### src/rtl/pc_unit_if.sv
// Request/status bundle between the fetch-stage controller and pc_unit.
// The master raises redirect/stall requests and observes the PC and RAS
// status; the slave (pc_unit) consumes the requests and reports the state.
interface pc_unit_if #(
    parameter int ADDR_W    = 32,
    parameter int RAS_DEPTH = 4
);
    localparam int CNT_W = $clog2(RAS_DEPTH) + 1;

    logic              stall;
    logic              branch_taken;
    logic [ADDR_W-1:0] branch_target;
    logic              call;
    logic [ADDR_W-1:0] call_target;
    logic              ret;
    logic [ADDR_W-1:0] pc;
    logic [CNT_W-1:0]  ras_count;
    logic              ras_overflow;
    logic              ras_underflow;

    modport master (
        output stall, branch_taken, branch_target, call, call_target, ret,
        input  pc, ras_count, ras_overflow, ras_underflow
    );

    modport slave (
        input  stall, branch_taken, branch_target, call, call_target, ret,
        output pc, ras_count, ras_overflow, ras_underflow
    );
endinterface

### src/rtl/pc_unit.sv
// Program-counter unit for the miniRISC fetch stage.
// Selects the next instruction address with priority ret > call > branch >
// sequential, keeps return addresses in a circular return-address stack,
// and reports sticky RAS overflow/underflow. All outputs are registered.
module pc_unit #(
    parameter int                 ADDR_W    = 32,
    parameter int                 STEP      = 4,
    parameter logic [ADDR_W-1:0]  RESET_PC  = 32'hFFFF_FFFC,
    parameter int                 RAS_DEPTH = 4
) (
    input  logic       clk,
    input  logic       rst,
    pc_unit_if.slave   bus
);
    localparam int PTR_W = $clog2(RAS_DEPTH);
    localparam int CNT_W = PTR_W + 1;

    localparam logic [PTR_W-1:0]  PTR_ONE   = PTR_W'(1);
    localparam logic [CNT_W-1:0]  CNT_ONE   = CNT_W'(1);
    localparam logic [CNT_W-1:0]  CNT_ZERO  = CNT_W'(0);
    localparam logic [CNT_W-1:0]  CNT_FULL  = CNT_W'(RAS_DEPTH);
    localparam logic [ADDR_W-1:0] STEP_VAL  = ADDR_W'(STEP);

    // Architectural state
    logic [ADDR_W-1:0] pc_q,  pc_d;
    logic [PTR_W-1:0]  top_q, top_d;
    logic [CNT_W-1:0]  cnt_q, cnt_d;
    logic              ovf_q, ovf_d;
    logic              unf_q, unf_d;
    logic [ADDR_W-1:0] ras_q [RAS_DEPTH];

    // Helper signals
    logic [ADDR_W-1:0] pc_inc_s;
    logic              push_s;
    logic [PTR_W-1:0]  push_idx_s;

    // Sequential address wraps naturally at ADDR_W bits.
    assign pc_inc_s   = pc_q + STEP_VAL;
    // A push always lands one slot above the current top; when the stack
    // is full this slot holds the oldest entry, which is overwritten.
    assign push_idx_s = top_q + PTR_ONE;

    // Next-state selection: stall holds everything, otherwise ret > call > branch > sequential.
    always_comb begin
        pc_d   = pc_q;
        top_d  = top_q;
        cnt_d  = cnt_q;
        ovf_d  = ovf_q;
        unf_d  = unf_q;
        push_s = 1'b0;
        if (bus.stall) begin
            pc_d = pc_q;
        end else if (bus.ret) begin
            // A simultaneous call is dropped entirely: no push.
            if (cnt_q != CNT_ZERO) begin
                pc_d  = ras_q[top_q];
                top_d = top_q - PTR_ONE;
                cnt_d = cnt_q - CNT_ONE;
            end else begin
                pc_d  = pc_inc_s;
                unf_d = 1'b1;
            end
        end else if (bus.call) begin
            push_s = 1'b1;
            top_d  = push_idx_s;
            pc_d   = bus.call_target;
            if (cnt_q == CNT_FULL) begin
                ovf_d = 1'b1;
            end else begin
                cnt_d = cnt_q + CNT_ONE;
            end
        end else if (bus.branch_taken) begin
            pc_d = bus.branch_target;
        end else begin
            pc_d = pc_inc_s;
        end
    end

    // State registers with asynchronous active-low reset.
    always_ff @(posedge clk or negedge rst) begin
        if (!rst) begin
            pc_q  <= RESET_PC;
            top_q <= '0;
            cnt_q <= CNT_ZERO;
            ovf_q <= 1'b0;
            unf_q <= 1'b0;
        end else begin
            pc_q  <= pc_d;
            top_q <= top_d;
            cnt_q <= cnt_d;
            ovf_q <= ovf_d;
            unf_q <= unf_d;
        end
    end

    // Return-address storage; cleared on reset so no stale value is ever observable.
    always_ff @(posedge clk or negedge rst) begin
        if (!rst) begin
            for (int i = 0; i < RAS_DEPTH; i++) begin
                ras_q[i] <= '0;
            end
        end else if (push_s) begin
            ras_q[push_idx_s] <= pc_inc_s;
        end else begin
            ras_q[push_idx_s] <= ras_q[push_idx_s];
        end
    end

    assign bus.pc            = pc_q;
    assign bus.ras_count     = cnt_q;
    assign bus.ras_overflow  = ovf_q;
    assign bus.ras_underflow = unf_q;
endmodule

### src/flat_wrapper.sv
// flat-port wrapper written by rule: the top's interface ports become plain ports
module pc_unit_flat 
#(
    parameter int                 ADDR_W    = 32,
    parameter int                 STEP      = 4,
    parameter logic [ADDR_W-1:0]  RESET_PC  = 32'hFFFF_FFFC,
    parameter int                 RAS_DEPTH = 4
)
  (clk, rst, bus_stall, bus_branch_taken, bus_branch_target, bus_call, bus_call_target, bus_ret, bus_pc, bus_ras_count, bus_ras_overflow, bus_ras_underflow);
  pc_unit_if #(.ADDR_W(ADDR_W), .RAS_DEPTH(RAS_DEPTH)) bus_i ();
  input  logic clk;
  input  logic rst;
  input wire logic [$bits(bus_i.stall)-1:0] bus_stall;
  input wire logic [$bits(bus_i.branch_taken)-1:0] bus_branch_taken;
  input wire logic [$bits(bus_i.branch_target)-1:0] bus_branch_target;
  input wire logic [$bits(bus_i.call)-1:0] bus_call;
  input wire logic [$bits(bus_i.call_target)-1:0] bus_call_target;
  input wire logic [$bits(bus_i.ret)-1:0] bus_ret;
  output wire logic [$bits(bus_i.pc)-1:0] bus_pc;
  output wire logic [$bits(bus_i.ras_count)-1:0] bus_ras_count;
  output wire logic [$bits(bus_i.ras_overflow)-1:0] bus_ras_overflow;
  output wire logic [$bits(bus_i.ras_underflow)-1:0] bus_ras_underflow;
  assign bus_i.stall = bus_stall;
  assign bus_i.branch_taken = bus_branch_taken;
  assign bus_i.branch_target = bus_branch_target;
  assign bus_i.call = bus_call;
  assign bus_i.call_target = bus_call_target;
  assign bus_i.ret = bus_ret;
  assign bus_pc = bus_i.pc;
  assign bus_ras_count = bus_i.ras_count;
  assign bus_ras_overflow = bus_i.ras_overflow;
  assign bus_ras_underflow = bus_i.ras_underflow;
  pc_unit #(.ADDR_W(ADDR_W), .STEP(STEP), .RESET_PC(RESET_PC), .RAS_DEPTH(RAS_DEPTH)) u_core (.clk(clk), .rst(rst), .bus(bus_i));
endmodule
### config.mk
export PLATFORM = sky130hd
export DESIGN_NAME = pc_unit_flat
export DESIGN_NICKNAME = d
export VERILOG_FILES = /design/src/rtl/pc_unit_if.sv /design/src/rtl/pc_unit.sv /design/src/flat_wrapper.sv
export SDC_FILE = /design/constraint.sdc
export NUM_CORES = 1
export LEC_CHECK = 0
export BUFFER_PORTS_ARGS = -buffer_cell sky130_fd_sc_hd__buf_2
export CAP_MARGIN = 10
export CELL_PAD_IN_SITES_DETAIL_PLACEMENT = 0
export CELL_PAD_IN_SITES_GLOBAL_PLACEMENT = 1
export CORE_ASPECT_RATIO = 1.1
export CORE_UTILIZATION = 28
export DETAILED_ROUTE_END_ITERATION = 8
export GPL_TIMING_DRIVEN = 0
export PLACE_DENSITY_LB_ADDON = 0.1
export SYNTH_ARGS = -nofsm -noshare
export SYNTH_HDL_FRONTEND = slang
export SYNTH_SLANG_ARGS = --single-unit
export TNS_END_PERCENT = 5
### constraint.sdc
create_clock -name clk -period 4 [get_ports clk]
set_input_delay 0.4 -clock clk [delete_from_list [all_inputs] [get_ports clk]]
set_output_delay 0.4 -clock clk [all_outputs]
set_load 0.01 [all_outputs]
Word level (Yosys, flattened, before mapping)
Cells that the tools add are included.
{"block": "totals", "regBits": 167, "inputBits": 70, "output_inout_bits": 37, "wordCells": 57}
{"block": "classes", "add_sub_neg": 5, "magnitude_cmp": 3, "eq_ne": 3, "muxes": 25, "bitwise": 5, "n_reduce_logical": 7}
{"cell": "two-way mux 32 bit", "count": 9}
{"cell": "bitwise mux 128 bit", "count": 2}
{"cell": "binary-select mux 32 bit (select 2 bit)", "count": 2}
{"cell": "two-way mux 128 bit", "count": 1}
{"cell": "demux 32 bit (select 2 bit)", "count": 1}
{"cell": "adder 32 x 3 -> 32 bit, second input constant", "count": 1}
{"cell": "two-way mux 3 bit", "count": 4}
{"cell": "AND reduction 4 bit", "count": 2}
{"cell": "greater-or-equal comparator 3 bit, second input constant", "count": 2}
{"cell": "two-way mux 2 bit", "count": 3}
{"cell": "inverter 2 -> 3 bit", "count": 2}
{"cell": "AND reduction 3 bit", "count": 2}
{"cell": "adder 3 x 1 -> 3 bit, second input constant", "count": 1}
{"cell": "== test 3 bit, second input constant", "count": 1}
{"cell": "less-than comparator 3 x 1 -> 1 bit, second input constant", "count": 1}
{"cell": "two-way mux 1 bit", "count": 3}
{"cell": "inverter 1 bit", "count": 3}
{"cell": "nonzero test 3 bit", "count": 1}
{"cell": "subtractor 3 x 1 -> 3 bit, second input constant", "count": 1}
{"cell": "adder 2 x 1 -> 2 bit, second input constant", "count": 1}
{"cell": "inequality test 2 x 1 -> 1 bit, second input constant", "count": 1}
{"cell": "inequality test 2 bit, second input constant", "count": 1}
{"cell": "nonzero test 2 bit", "count": 1}
{"cell": "subtractor 2 x 1 -> 2 bit, second input constant", "count": 1}
{"cell": "logical AND 1 bit", "count": 1}

Longest topological paths before layout
Gate-level depths: netlist (run 1).
{"block": "logic_depth", "depth_word": 8, "depth_mapped": 11}

Least setup slack after synthesis (run 1)
OpenSTA, ideal clock, no wires.
{"block": "synth_path", "path_kind": "reg-to-reg", "from": "register u_core.top_q[0]", "to": "register u_core.ras_q[105] in the netlist's numbering", "setup_ps": 125, "arrival_time_ps": 2906, "required_ps": 3875, "slack_ps": 969, "path_stages_with_launch": 12, "n_path_buf": 5, "period_less_slack_ps": 3031, "cell_sequence": "dfrtp_1 buf_2 buf_2 buf_2 inv_1 ha_1 clkbuf_1 buf_1 mux4_2 nand2_1 o21ai_0 mux2_2"}
{"block": "synth_between", "elab_chain_len": 8, "word_cells_on_any_way": 13}
{"element": "start: declaration", "line": "pc_unit.sv:26", "source": "logic [PTR_W-1:0] top_q, top_d;"}
{"element": "start signal: assignment", "line": "pc_unit.sv:89", "source": "top_q <= top_d;"}
{"element": "adder 2 x 1 -> 2 bit *", "line": "pc_unit.sv:41", "source": "assign push_idx_s = top_q + PTR_ONE;"}
{"element": "named net u_core.push_idx_s[0]", "line": "pc_unit.sv:35", "source": "logic [PTR_W-1:0] push_idx_s;"}
{"element": "inverter 2 -> 3 bit (not written as such) *", "line": "pc_unit.sv:103, pc_unit.sv:105"}
{"element": "greater-or-equal comparator 3 bit (not written as such) / less-than comparator 3 x 1 -> 1 bit (equally long branches)", "line": "pc_unit.sv:103, pc_unit.sv:105"}
{"element": "logical AND 1 bit (not written as such)", "line": "pc_unit.sv:103, pc_unit.sv:105"}
{"element": "two-way mux 32 bit (not written as such)", "line": "pc_unit.sv:103, pc_unit.sv:105"}
{"element": "demux 32 bit (select 2 bit)", "line": "pc_unit.sv:103, pc_unit.sv:105"}
{"element": "bitwise mux 128 bit, on equally long branches", "line": "pc_unit.sv:105, pc_unit.sv:103"}
{"element": "two-way mux 128 bit *", "line": "pc_unit.sv:102", "source": "end else if (push_s) begin"}
{"element": "end signal: indexed assignment", "line": "pc_unit.sv:103", "source": "ras_q[push_idx_s] <= pc_inc_s;"}
{"element": "end signal: indexed assignment", "line": "pc_unit.sv:105", "source": "ras_q[push_idx_s] <= ras_q[push_idx_s];"}
{"element": "end: declaration", "line": "pc_unit.sv:30", "source": "logic [ADDR_W-1:0] ras_q [RAS_DEPTH];"}
The timed path passes the listed nets; every way through them passes the cells marked *. The select of a mux whose other input is x is not followed.
A chain may end at the register's enable or synchronous reset.

Worst setup path in the final report (run 1)
{"block": "layout_path", "from": "register u_core.top_q[0]", "to": "register u_core.ras_q[81] in the netlist's numbering"}
The elaborated chain is that of the path after synthesis.

==> results of run 1 <==
worst paths after layout:
check                                   startpoint                 endpoint  slack (ps)  cells past startpoint
hold / removal                                 rst         u_core.ras_q[89]          30                      1
max in group asynchronous                      rst         u_core.bus.pc[7]        3060                      2
setup / recovery                   u_core.top_q[0]         u_core.ras_q[81]         210                     10
setup reg to reg                   u_core.top_q[0]         u_core.ras_q[81]         210                     10
min in group clk             bus_branch_target[26]        u_core.bus.pc[26]         320                      4
hold reg to reg            u_core.bus.ras_overflow  u_core.bus.ras_overflow         470                      1
state kept, by name, summed over array words and instances (netlist names):
register	cells
u_core.ras_q	128
u_core.bus.ras_underflow	1
u_core.top_q	2
u_core.bus.ras_overflow	1
u_core.bus.ras_count	3
u_core.bus.pc	32
cells by family (layout without fill, tap and decap cells):
group,after synthesis,count (layout),share of synthesized area (%)
and+or+nand+nor,212,212,10.8
DFF,167,167,42.3
AOI/OAI and AO/OA,300,300,18.2
muxes,125,125,21.3
xor gates and xnor gates,28,28,2.46
adders and majority gates,6,6,0.829
buffers and inverters,102,238,4.03
cells in the final DEF (no fill, tap or decap), types with 7 or more instances in the layout:
| cell | n |
|---|---|
| a21oi_1 | 96 |
| a22oi_1 | 29 |
| mux4_2 | 64 |
| o21ai_0 | 73 |
| inv_1 | 28 |
| nand2_1 | 64 |
| dfstp_2 | 30 |
| clkbuf_1 | 55 |
| buf_2 | 117 |
| a22o_1 | 7 |
| dfrtp_1 | 137 |
| xnor2_1 | 22 |
| clkbuf_16 | 17 |
| and2_1 | 10 |
| mux2_2 | 57 |
| nor3_1 | 11 |
| nand3_1 | 14 |
| o22ai_1 | 35 |
| nor2b_1 | 18 |
| nor2_1 | 62 |
| nand4_1 | 10 |
| a31oi_1 | 19 |
worst max-delay path, delay by kind of cell (launching register included):
kind | cells | cell delay, ps
buffers and inverters | 5 | 1630
multiplexers | 2 | 710
adder cells (fa/ha/maj) | 1 | 630
flip-flops | 1 | 400
AO/OA/AOI/OAI | 1 | 210
AND/OR/NAND/NOR | 1 | 70
routing by layer:
metal / up-vias / track usage, %
li1: 3811 / -
met1: 4443 / 33.3
met2: 310 / 38.3
met3: 34 / 3.30
met4: 0 / 6.62
met5: - / 0
per-stage QoR:
stage	total power, W	worst slack, ps	hold slack, ps
6_report	0.0102	209	30.4
5_1_grt	0.0108	70.1	87.7
4_1_cts	0.0102	116	67.2
3_5_place_dp	0.00843	-531	454
3_3_place_gp	0.00841	-642	448
2_1_floorplan	0.00657	969	104
layout make-up:
cell class                 instances  area share, %
multi-input combinational        671           45.7
sequential                       167           36.1
timing repair buffer             106           4.82
tap                              444           4.76
clock buffer                      21           3.86
buffer                            71           2.52
clock inverter                    11           1.28
inverter                          29          0.932
report_power, final:
part           internal, W  total [W]  switching, W  leakage (nW)
Combinational      0.00227    0.00520       0.00293          2.40
Sequential         0.00252    0.00322      0.000701          1.91
Clock              0.00100    0.00176      0.000753         0.284
Total              0.00579     0.0102       0.00438          4.59
timing repair:
item	4_1_cts	5_1_grt
endpoints found under the setup margin	112	66
pin swaps	0	0
resized for setup	3	3
==> flow_metrics.py, run 1 <==
metrics = {
    "route": {
        "wl_microns": 41300,
        "vias": 8598,
        "dr_wl_met3_microns": 2050,
        "first_pass_iters": 7,
        "drc_errors": 0,
        "wl_per_cell_microns": 27.2,
        "top_layer_used": "met4",
        "wl_met1_microns": 19300,
        "vias_per_cell": 5.66,
        "ant_nets": 0,
        "drt_iter0_markers": 699,
        "route.met2.wl_microns": 19200,
    },
    "finish": {
        "areaGrowthSynthToFinish_pct": 17.3,
        "final_cell_area_sq_um": 11700,
        "final_cells": 1520,
        "nFillCells": 3637,
        "n_antenna_cell": 0,
        "multi_input_area_sq_um": 5340,
        "final_nets": 1139,
        "drive_gt1_share_pct": 29.3,
        "register_area_sq_um": 4220,
        "fin_util_pct": 33.2,
    },
    "sta": {
        "slew_headroom_pct": 19.8,
        "slew_viol_final": 0,
        "skew_ps": 14.1,
        "period_minus_slack_ps": 3790,
        "worst_slew_pin_slew_ps": 1190,
        "finalSetupViolCount": 0,
        "fin_setup_tns_ps": 0,
        "hold_violations": 0,
        "fmax_mhz": 264,
        "rsz0062_at_grt": "no",
        "min_period_over_period_pct": 94.8,
    },
    "synth": {
        "yosysMostFrequentCell": "dfrtp_1",
        "synth_edf_count": 0,
        "yosysTopAreaCell": "dfrtp_1",
        "synthCells": 940,
        "synth_area_leaders": "dfrtp_1 34%, mux4_2 14%, dfstp_2 7.9%",
        "yosysTopAreaCellShare_pct": 34.4,
        "synth-async-reset-ratio_pct": 100,
        "synth_nets": 1016,
        "ys_ff_latch": 167,
        "ys_types": 58,
        "ys.flop_type": "dfrtp_1",
        "ys_seq_area_share_pct": 42.3,
        "ys.warnings.count": 0,
        "avgSynthCellArea_sq_um": 10.6,
        "synth_commonest_cells": "137 x dfrtp_1, 96 x a21oi_1, 73 x o21ai_0, 64 x mux4_2, 64 x nand2_1",
        "synth_area_sq_um": 9960,
    },
    "critical_path": {
        "path_class": "reg -> reg",
        "critPathMaxStageDelay_ps": 630,
        "end_kind": "flip-flop",
        "critPathLaunchType": "flip-flop",
        "worstPathRequired_ps": 4320,
        "cp_max_fo": 10,
        "slowest_stage": "ha_1",
        "cp_common_cell": "buf_2",
        "path_cells": "clkbuf_4, buf_4, buf_2, inv_1, ha_1, buf_2, mux4_2, nand2_1, o21ai_0, mux2_2",
        "arrival_ps": 4110,
    },
    "place": {
        "dpl_cell_area_sq_um": 11100,
        "gp_congestion": 0.827,
        "dp_hpwl_microns": 29000,
        "dp_cells": 1490,
        "io_buffers": 105,
    },
    "power_and_ir_drop": {
        "power.density_nw_per_um2": 871,
        "peakVddDrop_v": 0.000351,
        "power_leakage_nw": 4.59,
    },
    "die": {
        "dieWidth_microns": 182,
        "core_area_sq_um": 35100,
        "io_pins": 107,
        "die_h_microns": 200,
        "dieArea_sq_um": 36300,
        "start_util_pct": 28.3,
        "fp-row-count": 72,
    },
    "global_route": {
        "grt-ovfl-total": 0,
        "grt_max_degree": 103,
        "track_usage_pct": 23.7,
        "antenna_found_initial": 0,
        "grt_pass1_vias": 8825,
        "grt_pass1_wl_microns": 61300,
    },
    "worst_hold_path": {
        "holdCritPathClass": "in -> async",
    },
    "clock_tree": {
        "cts_tree": "built",
        "hold_buffers": 0,
        "clock_path_buffers": 2,
        "root_buffer": "clkbuf_16",
        "clk_latency_ps": 450,
        "h-tree-depth": 4,
        "cts_buffers": 17,
        "cts_sinks": 167,
        "post-cts-setup-buffers": 0,
        "clkSlewWorstSetupHoldPaths_ps": 70,
    },
    "flow_run": {
        "max_cap_viol_count": 0,
    },
    "outcome": {
        "status": "completed",
    },
}
Note: power is estimated with default switching activity, not from simulation.
==> run 2: changes to the inputs <==
--- a/config.mk
+++ b/config.mk
@@ -8,7 +8,7 @@
 export BUFFER_PORTS_ARGS = -buffer_cell sky130_fd_sc_hd__buf_2
 export CAP_MARGIN = 10
 export CELL_PAD_IN_SITES_DETAIL_PLACEMENT = 0
-export CELL_PAD_IN_SITES_GLOBAL_PLACEMENT = 1
+export CELL_PAD_IN_SITES_GLOBAL_PLACEMENT = 2
 export CORE_ASPECT_RATIO = 1.1
 export CORE_UTILIZATION = 28
 export DETAILED_ROUTE_END_ITERATION = 8
==> run 2 against run 1 <==
  * Total power up 0.98%
  * Global-route usage up 0.24 points
  * Sequential share of layout area down 0.25 points
  * Via count down 0.47%
  * First-iteration DRC count down 7.3%
  * Clock power up 9%
  * Final cell count up 0.20%
  * Critical endpoint is now u_core.ras_q[17]
  * Largest cell class unchanged
==> flow_metrics.py, run 2 (synthesis gave the netlist of run 1 again) <==
metrics = {
    "critical_path": {
        "worstPathRequired_ps": 4320,
        "cp.depth": 10,
        "critPathLaunchType": "flip-flop",
        "arrival_ps": 3990,
        "crit_path_end": "u_core.ras_q[17]",
        "ff2ff_setup_slack_ps": 330,
        "cp_common_cell": "buf_2",
        "slowest_stage": "ha_1",
        "reg2reg_depth": 10,
        "critPathMaxStageDelay_ps": 560,
        "end_kind": "flip-flop",
        "crit_buf_inv": 5,
        "path_class": "reg -> reg",
        "crit_path_start": "u_core.top_q[0]",
        "r2r_end": "u_core.ras_q[17]",
        "cp_top_family": "buffers and inverters",
        "cp_max_fo": 10,
        "path_cells": "buf_2, buf_4, buf_2, inv_1, ha_1, buf_2, mux4_2, nand2_1, o21ai_0, mux2_2",
        "r2r-start": "u_core.top_q[0]",
    },
    "route": {
        "drc_errors": 0,
        "vias_per_cell": 5.62,
        "first_pass_iters": 5,
        "wl_per_cell_microns": 27.6,
        "vias": 8558,
        "drt_iter0_markers": 648,
        "ant_nets": 0,
        "wl_microns": 42100,
    },
    "power_and_ir_drop": {
        "p_seq_share_pct": 31.2,
        "power_frac_comb_pct": 50.2,
        "power_leakage_nw": 4.64,
        "clockPowerShare_pct": 18.7,
        "switching_share_pct": 42.1,
        "internal_power_w": 0.00594,
        "power.density_nw_per_um2": 873,
        "switchingPower_w": 0.00433,
        "peakVddDrop_v": 0.000410,
    },
    "place": {
        "dp_hpwl_microns": 29500,
        "dp_cells": 1491,
        "io_buffers": 105,
        "gp_congestion": 0.801,
    },
    "sta": {
        "slew_headroom_pct": 24.1,
        "fin_setup_tns_ps": 0,
        "rsz0062_at_grt": "no",
        "min_period_over_period_pct": 91.7,
        "worst_slew_pin_slew_ps": 1140,
        "fmax_mhz": 273,
        "finalSetupViolCount": 0,
        "slew_viol_final": 0,
        "skew_ps": 15.7,
        "period_minus_slack_ps": 3670,
        "hold_violations": 0,
    },
    "worst_hold_path": {
        "holdCritPathClass": "in -> reg",
    },
    "clock_tree": {
        "clock_path_buffers": 2,
        "h-tree-depth": 4,
        "cts_buffers": 17,
        "root_buffer": "clkbuf_16",
        "cts_sinks": 167,
        "cts_tree": "built",
        "post-cts-setup-buffers": 0,
        "clk_latency_ps": 440,
        "clkSlewWorstSetupHoldPaths_ps": 70,
    },
    "global_route": {
        "grt_max_degree": 107,
        "grt_pass1_vias": 8812,
        "antenna_found_initial": 1,
        "track_usage_pct": 24.0,
        "grt_pass1_wl_microns": 61900,
        "grt-ovfl-total": 0,
    },
    "flow_run": {
        "max_cap_viol_count": 0,
    },
    "finish": {
        "final_common_cell": "dfrtp_1",
        "areaGrowthSynthToFinish_pct": 18.1,
        "final_cells": 1523,
        "drive_gt1_share_pct": 29.5,
        "top_register": "u_core.ras_q",
        "largest_reg_flops": 128,
        "layout_common_cells": "137 x dfrtp_1, 119 x buf_2, 96 x a21oi_1",
        "final_nets": 1141,
    },
    "die": {
        "core_area_sq_um": 35100,
        "fp-row-count": 72,
        "dieArea_sq_um": 36300,
        "dieWidth_microns": 182,
        "start_util_pct": 28.3,
        "io_pins": 107,
        "die_h_microns": 200,
    },
    "outcome": {
        "status": "completed",
    },
}
run 2: cell count changes in the layout (fill, tap and decap cells not counted):
cell,change
clkinv_4,+1
inv_6,-1
clkbuf_8,+2
clkbuf_4,-1
clkinvlp_4,-1
buf_2,+2
diode_2,+1
clkinv_2,-1
dlygate4sd3_1,+1
bufinv_16,+2
clkbuf_1,-2
run 2: area by class of cell:
cell class	instances	area, sq um
fillers	3676	23400
multi-input cells	671	5340
flip-flops and latches	167	4220
repair buffers	108	578
well taps	444	556
clock buffers	21	470
plain buffers	71	292
clock inverters	11	196
inverters	29	109
diodes	1	2.50
run 2: what timing repair did:
| action | in CTS | in global routing |
|---|---|---|
| gates resized for setup | 3 | 2 |
| endpoints found under the hold margin | 48 | 0 |
| cloned | 0 | 0 |
| hold buffers | 1 | 0 |
| endpoints found under the setup margin | 112 | 66 |
run 2: worst min path at each step:
stage | from | depth (start not counted) | end | slack (ps)
finish | bus_branch_target[23] | 4 | u_core.bus.pc[23] | 300
global placement | u_core.bus.ras_underflow | 1 | u_core.bus.ras_underflow | 440
floorplan | rst | 0 | u_core.bus.pc[0] | 100
CTS | bus_branch_target[23] | 4 | u_core.bus.pc[23] | 280
global route | bus_branch_target[26] | 4 | u_core.bus.pc[26] | 310
detailed placement | rst | 1 | u_core.ras_q[80] | 390
run 2: per-stage QoR:
stage	hold WS (ps)	area, sq um	power, W	worst slack (ps)	utilization [%]
6_report	300	11800	0.0103	333	33.5
5_1_grt	306	11800	0.0109	128	33.5
4_1_cts	283	11800	0.0103	73.4	33.5
3_5_place_dp	386	11100	0.00840	-324	31.5
3_3_place_gp	442	11000	0.00838	-570	31.4
2_1_floorplan	104	9960	0.00657	969	-
run 2: routing by layer:
metal / wire, microns / GRT usage (%)
met5: 0 / 0
met4: 717 / 6.06
met3: 1510 / 2.90
met2: 20000 / 39.7
met1: 19800 / 33.3
run 2: power by group through the flow:
| stage | registers (W) | clock network [W] | logic, W |
|---|---|---|---|
| floorplan | 0.00306 | 0 | 0.00351 |
| global placement | 0.00321 | 0 | 0.00517 |
| detailed placement | 0.00322 | 0 | 0.00517 |
| CTS | 0.00320 | 0.00196 | 0.00518 |
| global route | 0.00331 | 0.00202 | 0.00561 |
| finish | 0.00320 | 0.00192 | 0.00515 |
run 2: worst min-delay path: cells and delay by family:
kind	cells	cell delay (ps)
buf+inv	1	110
simple gates	1	50
compound gates	2	180
